--- src/rtl/sumador_pkg.sv ---
// Shared types and defaults for the bit-serial adder.
// Optional SUMADOR_OVERFLOW_EN adds a signed-overflow flag (see sumador_serial).
package sumador_pkg;

    typedef enum logic [1:0] {
        IDLE,
        SHIFT,
        DONE
    } sumador_state_t;

    localparam int SUMADOR_WIDTH_DEF = 4;

endpackage

--- src/rtl/sumador_if.sv ---
// Request/result bundle for the bit-serial adder.
// Ovf exists only when SUMADOR_OVERFLOW_EN is defined.
interface sumador_if #(
    parameter int unsigned WIDTH = 4
);
    logic             start;
    logic [WIDTH-1:0] A;
    logic [WIDTH-1:0] B;
    logic             Cin;
    logic             busy;
    logic             done;
    logic [WIDTH-1:0] Sum;
    logic             Cout;
`ifdef SUMADOR_OVERFLOW_EN
    logic             Ovf;
`endif

    modport master (
        output start, A, B, Cin,
        input  busy, done, Sum, Cout
`ifdef SUMADOR_OVERFLOW_EN
        , input Ovf
`endif
    );

    modport slave (
        input  start, A, B, Cin,
        output busy, done, Sum, Cout
`ifdef SUMADOR_OVERFLOW_EN
        , output Ovf
`endif
    );

endinterface

--- src/rtl/sumador_completo.sv ---
// Combinational 1-bit full adder cell used by the serial adder datapath.
module sumador_completo (
    input  logic a,
    input  logic b,
    input  logic cin,
    output logic s,
    output logic cout
);

    assign s    = a ^ b ^ cin;
    assign cout = (a & b) | (a & cin) | (b & cin);

endmodule

--- src/rtl/sumador_serial.sv ---
// Bit-serial adder: LSB-first through one full-adder cell, one bit per clock.
// Define SUMADOR_OVERFLOW_EN to add the registered signed-overflow output Ovf.
module sumador_serial
    import sumador_pkg::*;
#(
    parameter int unsigned WIDTH = SUMADOR_WIDTH_DEF
) (
    input  logic       clk,
    input  logic       rst,
    sumador_if.slave   bus
);

    localparam int unsigned CntW = $clog2(WIDTH) + 1;
    localparam int unsigned ResW = WIDTH - 1;

    sumador_state_t   state_q, state_d;
    logic [WIDTH-1:0] a_q, a_d;
    logic [WIDTH-1:0] b_q, b_d;
    logic             carry_q, carry_d;
    logic [CntW-1:0]  cnt_q, cnt_d;
    // Holds the WIDTH-1 low bits already produced; the final bit comes straight from the cell.
    logic [ResW-1:0]  res_q, res_d;
    logic [WIDTH-1:0] sum_q, sum_d;
    logic             cout_q, cout_d;
`ifdef SUMADOR_OVERFLOW_EN
    logic             ovf_q, ovf_d;
`endif

    logic fa_s;
    logic fa_c;

    sumador_completo u_fa (
        .a    (a_q[0]),
        .b    (b_q[0]),
        .cin  (carry_q),
        .s    (fa_s),
        .cout (fa_c)
    );

    always_comb begin
        state_d = state_q;
        a_d     = a_q;
        b_d     = b_q;
        carry_d = carry_q;
        cnt_d   = cnt_q;
        res_d   = res_q;
        sum_d   = sum_q;
        cout_d  = cout_q;
`ifdef SUMADOR_OVERFLOW_EN
        ovf_d   = ovf_q;
`endif
        unique case (state_q)
            IDLE: begin
                if (bus.start) begin
                    state_d = SHIFT;
                    a_d     = bus.A;
                    b_d     = bus.B;
                    carry_d = bus.Cin;
                    cnt_d   = '0;
                end
            end
            SHIFT: begin
                a_d     = a_q >> 1;
                b_d     = b_q >> 1;
                carry_d = fa_c;
                cnt_d   = cnt_q + CntW'(1);
                res_d   = ResW'({fa_s, res_q} >> 1);
                if (cnt_q == CntW'(WIDTH - 1)) begin
                    state_d = DONE;
                    sum_d   = {fa_s, res_q};
                    cout_d  = fa_c;
`ifdef SUMADOR_OVERFLOW_EN
                    // carry_q is the carry into the MSB on this last step.
                    ovf_d   = carry_q ^ fa_c;
`endif
                end
            end
            DONE:    state_d = IDLE;
            default: state_d = IDLE;
        endcase
    end

    always_ff @(posedge clk or posedge rst) begin
        if (rst) begin
            state_q <= IDLE;
            a_q     <= '0;
            b_q     <= '0;
            carry_q <= 1'b0;
            cnt_q   <= '0;
            res_q   <= '0;
            sum_q   <= '0;
            cout_q  <= 1'b0;
`ifdef SUMADOR_OVERFLOW_EN
            ovf_q   <= 1'b0;
`endif
        end else begin
            state_q <= state_d;
            a_q     <= a_d;
            b_q     <= b_d;
            carry_q <= carry_d;
            cnt_q   <= cnt_d;
            res_q   <= res_d;
            sum_q   <= sum_d;
            cout_q  <= cout_d;
`ifdef SUMADOR_OVERFLOW_EN
            ovf_q   <= ovf_d;
`endif
        end
    end

    assign bus.busy = (state_q == SHIFT);
    assign bus.done = (state_q == DONE);
    assign bus.Sum  = sum_q;
    assign bus.Cout = cout_q;
`ifdef SUMADOR_OVERFLOW_EN
    assign bus.Ovf  = ovf_q;
`endif

endmodule
--- src/flat_wrapper.sv ---
// flat-port wrapper written by rule: the top's interface ports become plain ports
module sumador_serial_flat import sumador_pkg::*;
#(
    parameter int unsigned WIDTH = SUMADOR_WIDTH_DEF
)
  (clk, rst, bus_start, bus_A, bus_B, bus_Cin, bus_busy, bus_done, bus_Sum, bus_Cout);
  sumador_if #(.WIDTH(WIDTH)) bus_i ();
  input  logic clk;
  input  logic rst;
  input wire logic [$bits(bus_i.start)-1:0] bus_start;
  input wire logic [$bits(bus_i.A)-1:0] bus_A;
  input wire logic [$bits(bus_i.B)-1:0] bus_B;
  input wire logic [$bits(bus_i.Cin)-1:0] bus_Cin;
  output wire logic [$bits(bus_i.busy)-1:0] bus_busy;
  output wire logic [$bits(bus_i.done)-1:0] bus_done;
  output wire logic [$bits(bus_i.Sum)-1:0] bus_Sum;
  output wire logic [$bits(bus_i.Cout)-1:0] bus_Cout;
  assign bus_i.start = bus_start;
  assign bus_i.A = bus_A;
  assign bus_i.B = bus_B;
  assign bus_i.Cin = bus_Cin;
  assign bus_busy = bus_i.busy;
  assign bus_done = bus_i.done;
  assign bus_Sum = bus_i.Sum;
  assign bus_Cout = bus_i.Cout;
  sumador_serial #(.WIDTH(WIDTH)) u_core (.clk(clk), .rst(rst), .bus(bus_i));
endmodule
--- config.mk ---
export PLATFORM = sky130hd
export DESIGN_NAME = sumador_serial_flat
export DESIGN_NICKNAME = d
export VERILOG_FILES = /design/src/rtl/sumador_pkg.sv /design/src/rtl/sumador_if.sv /design/src/rtl/sumador_completo.sv /design/src/rtl/sumador_serial.sv /design/src/flat_wrapper.sv
export SDC_FILE = /design/constraint.sdc
export NUM_CORES = 1
export LEC_CHECK = 0
export BUFFER_PORTS_ARGS = -buffer_cell sky130_fd_sc_hd__buf_2
export CAP_MARGIN = 20
export CORE_MARGIN = 1.5
export CORE_UTILIZATION = 55
export CTS_BUF_LIST = sky130_fd_sc_hd__clkbuf_2
export DETAILED_ROUTE_END_ITERATION = 10
export PLACE_DENSITY = 0.79
export SLEW_MARGIN = 25
export SYNTH_ARGS = -nofsm -noshare
export SYNTH_HDL_FRONTEND = slang
export SYNTH_SLANG_ARGS = --single-unit
--- constraint.sdc ---
create_clock -name clk -period 1.85 [get_ports clk]
set_clock_uncertainty 0.05 [all_clocks]
set_input_delay 0.555 -clock clk [delete_from_list [all_inputs] [get_ports clk]]
set_output_delay 0.555 -clock clk [all_outputs]
set_load 0.02 [all_outputs]
After elaboration in Yosys (flattened, before gate mapping)
Index checks and enable logic that the tools add are counted.
{"block": "totals", "reg_bits": 22, "in_bits": 12, "wordCells": 37, "out_inout_bits": 7}
{"block": "classes", "n_eq_ne": 5, "reduce_logical": 5, "n_bitwise": 7, "n_mux": 11, "n_addsub": 1}
{"operator": "$pmux W4 S2", "n": 2}
{"operator": "$mux W4", "n": 2}
{"operator": "$pmux W3 S2", "n": 1}
{"operator": "$reduce_and A2 Y1", "n": 3}
{"operator": "$mux W2", "n": 2}
{"operator": "$pmux W2 S2", "n": 1}
{"operator": "$add A3 B1 Y3 const B", "n": 1}
{"operator": "$and A1 B1 Y1", "n": 3}
{"operator": "$eq A3 B2 Y1 const B", "n": 1}
{"operator": "$mux W3", "n": 1}
{"operator": "$eq A2 B1 Y1 const B", "n": 1}
{"operator": "$eq A2 B2 Y1 const B", "n": 1}
{"operator": "$logic_not A2 Y1", "n": 1}
{"operator": "$ne A2 B1 Y1 const B", "n": 1}
{"operator": "$ne A2 B2 Y1 const B", "n": 1}
{"operator": "$or A1 B1 Y1", "n": 2}
{"operator": "$pmux W1 S2", "n": 1}
{"operator": "$reduce_bool A2 Y1", "n": 1}
{"operator": "$xor A1 B1 Y1", "n": 2}
{"operator": "$mux W1", "n": 1}

Logic depth before layout (Yosys ltp)
{"block": "logic_depth", "ltp_word": 4, "depth_mapped": 5, "ltp_nobuf": 5}

By module
Synthesis repeated with hierarchy kept, for this count alone.
{"block": "unflattened", "hier_cells": 79, "hier_area_um2": 1043.5}
{"mod": "sumador_serial", "area_each_um2": 1023.5, "cells_each": 78, "seq_area_each_um2": 550.5, "n_inst": 1}
{"mod": "sumador_completo", "area_each_um2": 20.0, "cells_each": 1, "seq_area_each_um2": 0.0, "n_inst": 1}

Worst setup path before layout
Ideal clock, no wire load.
{"block": "synth_timing", "kind": "register to output", "from": "register u_core.state_q[1]", "to": "output port bus_done", "arrival_ns": 0.889, "required_ns": 1.245, "path_stages_with_launch": 4, "n_path_buf": 1, "setup_slack_ns": 0.356, "path_cell_list": "dfrtp_1 -> buf_2 -> inv_1 -> nor2_1"}
{"block": "synth_between", "elab_chain_len": 1}
{"element": "start, declared", "line_no": "sumador_serial.sv:16", "source": "sumador_state_t state_q, state_d;"}
{"element": "start signal, assigned", "line_no": "sumador_serial.sv:97", "source": "state_q <= state_d;"}
{"element": "$eq A2 B2 Y1", "line_no": "sumador_serial.sv:112", "source": "assign bus.done = (state_q == DONE);"}
{"element": "end, declared", "line_no": "flat_wrapper.sv:15", "source": "output wire logic [$bits(bus_i.done)-1:0] bus_done;"}
Every way passes these cells.

Worst setup path in the final report
Same ends and word-level chain as after synthesis.

==> results by group <==
Floorplanning
  • Die area: roughly 2100 µm²
  • Die Span X: 45.9 µm
  • Die height: 45.9 µm
  • IO Pins: 19
  • Rows: 15
  • Initial Util: 0.586
  • Core Region: 1730 µm²

Cells and area
  • Most frequent cells in the layout: 21 x dfrtp_1, 16 x buf_2, 13 x nand2_1
  • # nets final: approximately 140
  • Commonest non-fill, non-tap cell in the layout: dfrtp_1
  • Area delta synth->final: 20.4%
  • Final Core Density: 0.705
  • Layout cell share with drive strength beyond 1: 0.370
  • Filler cells: ~140
  • Number of diodes: 0
  • Design area: about 1200 µm²

CTS
  • CTS buffer count: 3
  • Clock slew at reported path FFs: roughly 0.20 ns
  • Htree depth: 1
  • TritonCTS clock tree: done
  • Worst-skew pair later-pin latency: approximately 0.33 ns
  • Hold buffers post-CTS: 0
  • Deepest clock path buffer count: 2
  • Clock Sinks: 22
  • CTS root buf: clkbuf_2

Global routing
  • Pin count of the biggest net entering global routing: 23
  • GR Overflow Total: 0
  • GRT Total Usage: 0.219
  • Initial antenna violation count: 0
  • First-pass GRT wire length: around 3300 µm
  • Vias in the first global route: around 750

Synth
  • Sequential area share after synthesis: 0.545
  • #FFs+latches synth: 22
  • Gate count after technology mapping: a little over 90
  • Yosys cell types: 23
  • Syn nets: between 100 and 150
  • Syn_area_per_cell: 11.0 µm²
  • Yosys Warn Count: 0
  • Cell Area, Synth: roughly 1000 µm²

Pwr
  • Net Sw Frac: 0.400
  • Int Pwr: ~1.3 mW
  • Clock share of power: 0.090
  • Leak pwr: ~0.62 nW
  • Worst VDD drop: between 700 and 800 µV
  • Sw Pwr: 0.845 mW
  • Power Density: 1740 nW/µm²
  • Gate power share: 0.501
  • Reg power frac: 0.410

Worst setup path
  • CP Class: register to output port
  • Worst-path fanout max: 8
  • CP Launch Type: register
  • Critical path arrival: roughly 1.2 ns
  • Crit path from: u_core.state_q[1]
  • Worst path required time: ~1.2 ns
  • Crit. End Element: output port
  • FF-to-FF Start: u_core.state_q[0]

Timing
  • Worst-Margin Slew: about 0.31 ns
  • Fin crit period: between 1.5 and 2 ns
  • Relative slew slack: 0.790
  • Final setup fails: 0
  • Final hold vios: 0
  • FMAX: ~560 MHz
  • Setup slack after layout: roughly 0.075 ns
  • Tcrit/Tclk final: 0.959
  • Slew Limit Fails: 0

Routing
  • Routed WL: approximately 2000 µm
  • DRT Pass-1 Iters: 4
  • DRC: 0
  • Vias per inst: 5.27
  • Initial DRC Count: 18
  • Wirelength per Cell: 13.8 µm
  • Remaining antenna violation count after routing: 0
  • Vias: 759

Place
  • Post-Place Worst Slack: approximately 0.3 ns
  • Gpl congestion: about 0.8
  • Cell Area, Placed: about 1100 µm²
  • Post-DP HPWL: 1460 µm
  • Buffers on Ports: 18

Job
  • Max cap viols: 0

Status
  • Status: complete, no violations

Hold path
  • HP Class: input port to async pin
==> registers in the layout, indices dropped and copies added, names as in the netlist <==
register,count
u_core.bus.Sum,4
u_core.state_q,2
u_core.a_q,4
u_core.cnt_q,3
u_core.res_q,3
u_core.carry_q,1
u_core.bus.Cout,1
u_core.b_q,4
==> power by group through the flow <==
stage          Combinational [mW]  Clock, mW  Sequential, mW
2_1_floorplan               0.668          0           0.896
3_3_place_gp                0.945          0           0.853
3_5_place_dp                0.979          0           0.869
4_1_cts                     0.988      0.187           0.855
5_1_grt                      1.17      0.214           0.894
6_report                     1.06      0.190           0.866
==> worst paths after layout <==
path	end	slack, ns	cells past startpoint
max in group asynchronous	u_core.state_q[0]	1.35	3
max	bus_done	0.08	4
min	u_core.state_q[1]	0.16	3
min reg2reg	u_core.cnt_q[0]	0.48	1
min in group clk	u_core.a_q[3]	0.39	3
max reg2reg	u_core.b_q[2]	0.35	4
==> through the flow <==
step	total power [mW]	cells	hold slack, ns	TNS [ns]
detailed placement	1.85	136	0.447	0
CTS	2.03	140	0.179	0
finish	2.11	144	0.165	0
global route	2.28	144	0.176	-0.00266
floorplan	1.56	92	0.396	0
global placement	1.80	136	0.410	0
==> cells by family (layout without fill, tap and decap cells) <==
family / Yosys count / in the layout / share of synthesized area
buf+inv: 11 / 38 / 0.0458
fa+ha+maj: 3 / 3 / 0.0446
flops: 22 / 22 / 0.545
mux: 6 / 6 / 0.0842
compound gates: 20 / 20 / 0.135
simple gates: 30 / 30 / 0.146
==> repair_timing <==
item                                    CTS  global route
hold endpoints to repair                  0             0
resized for setup                         0             8
endpoints found under the setup margin    0             2
setup buffers                             0             4
==> area by class of cell <==
type | instances | area [µm²] | area share
clock buffers | 3 | 15.0 | 0.0123
multi-input cells | 59 | 424 | 0.348
clock inverters | 1 | 3.75 | 0.00308
repair buffers | 26 | 159 | 0.131
well taps | 25 | 31.3 | 0.0257
flip-flops and latches | 22 | 552 | 0.453
inverters | 8 | 32.5 | 0.0267
==> layer usage <==
metal  GRT usage  vias up  part of all wire
met3      0.0397        2             0.037
met2       0.353       20              0.50
li1            -      372                 -
met4      0.0686        0             0.011
met5           0        -                 0
met1       0.298      365              0.45
==> cells in the mapped netlist <==
cell type	count	area [µm²]
o22ai_1	4	25.0
o22a_1	2	17.5
nor2_2	1	6.26
nand2_1	13	48.8
ha_1	2	25.0
nor3b_1	2	15.0
mux2_4	5	75.1
nor2_1	7	26.3
a21oi_1	2	10.0
inv_1	7	26.3
nor2b_1	1	6.26
buf_2	3	15.0
o21ai_0	7	35.0
nand3b_1	2	15.0
nand2_4	1	11.3
mux2i_1	1	10.0
nand2b_1	2	12.5
fa_1	1	20.0
clkinv_2	1	5.00
o32ai_1	3	26.3
or2_2	1	6.26
o221a_2	2	22.5
dfrtp_1	22	551
==> worst max-delay path: stages (launching register included) <==
cell and delay, ns:
dfrtp_1 0.44, buf_6 0.14, inv_2 0.08, nor2_2 0.03
buf_4 0.15
Note: power is estimated with default switching activity, not from simulation.
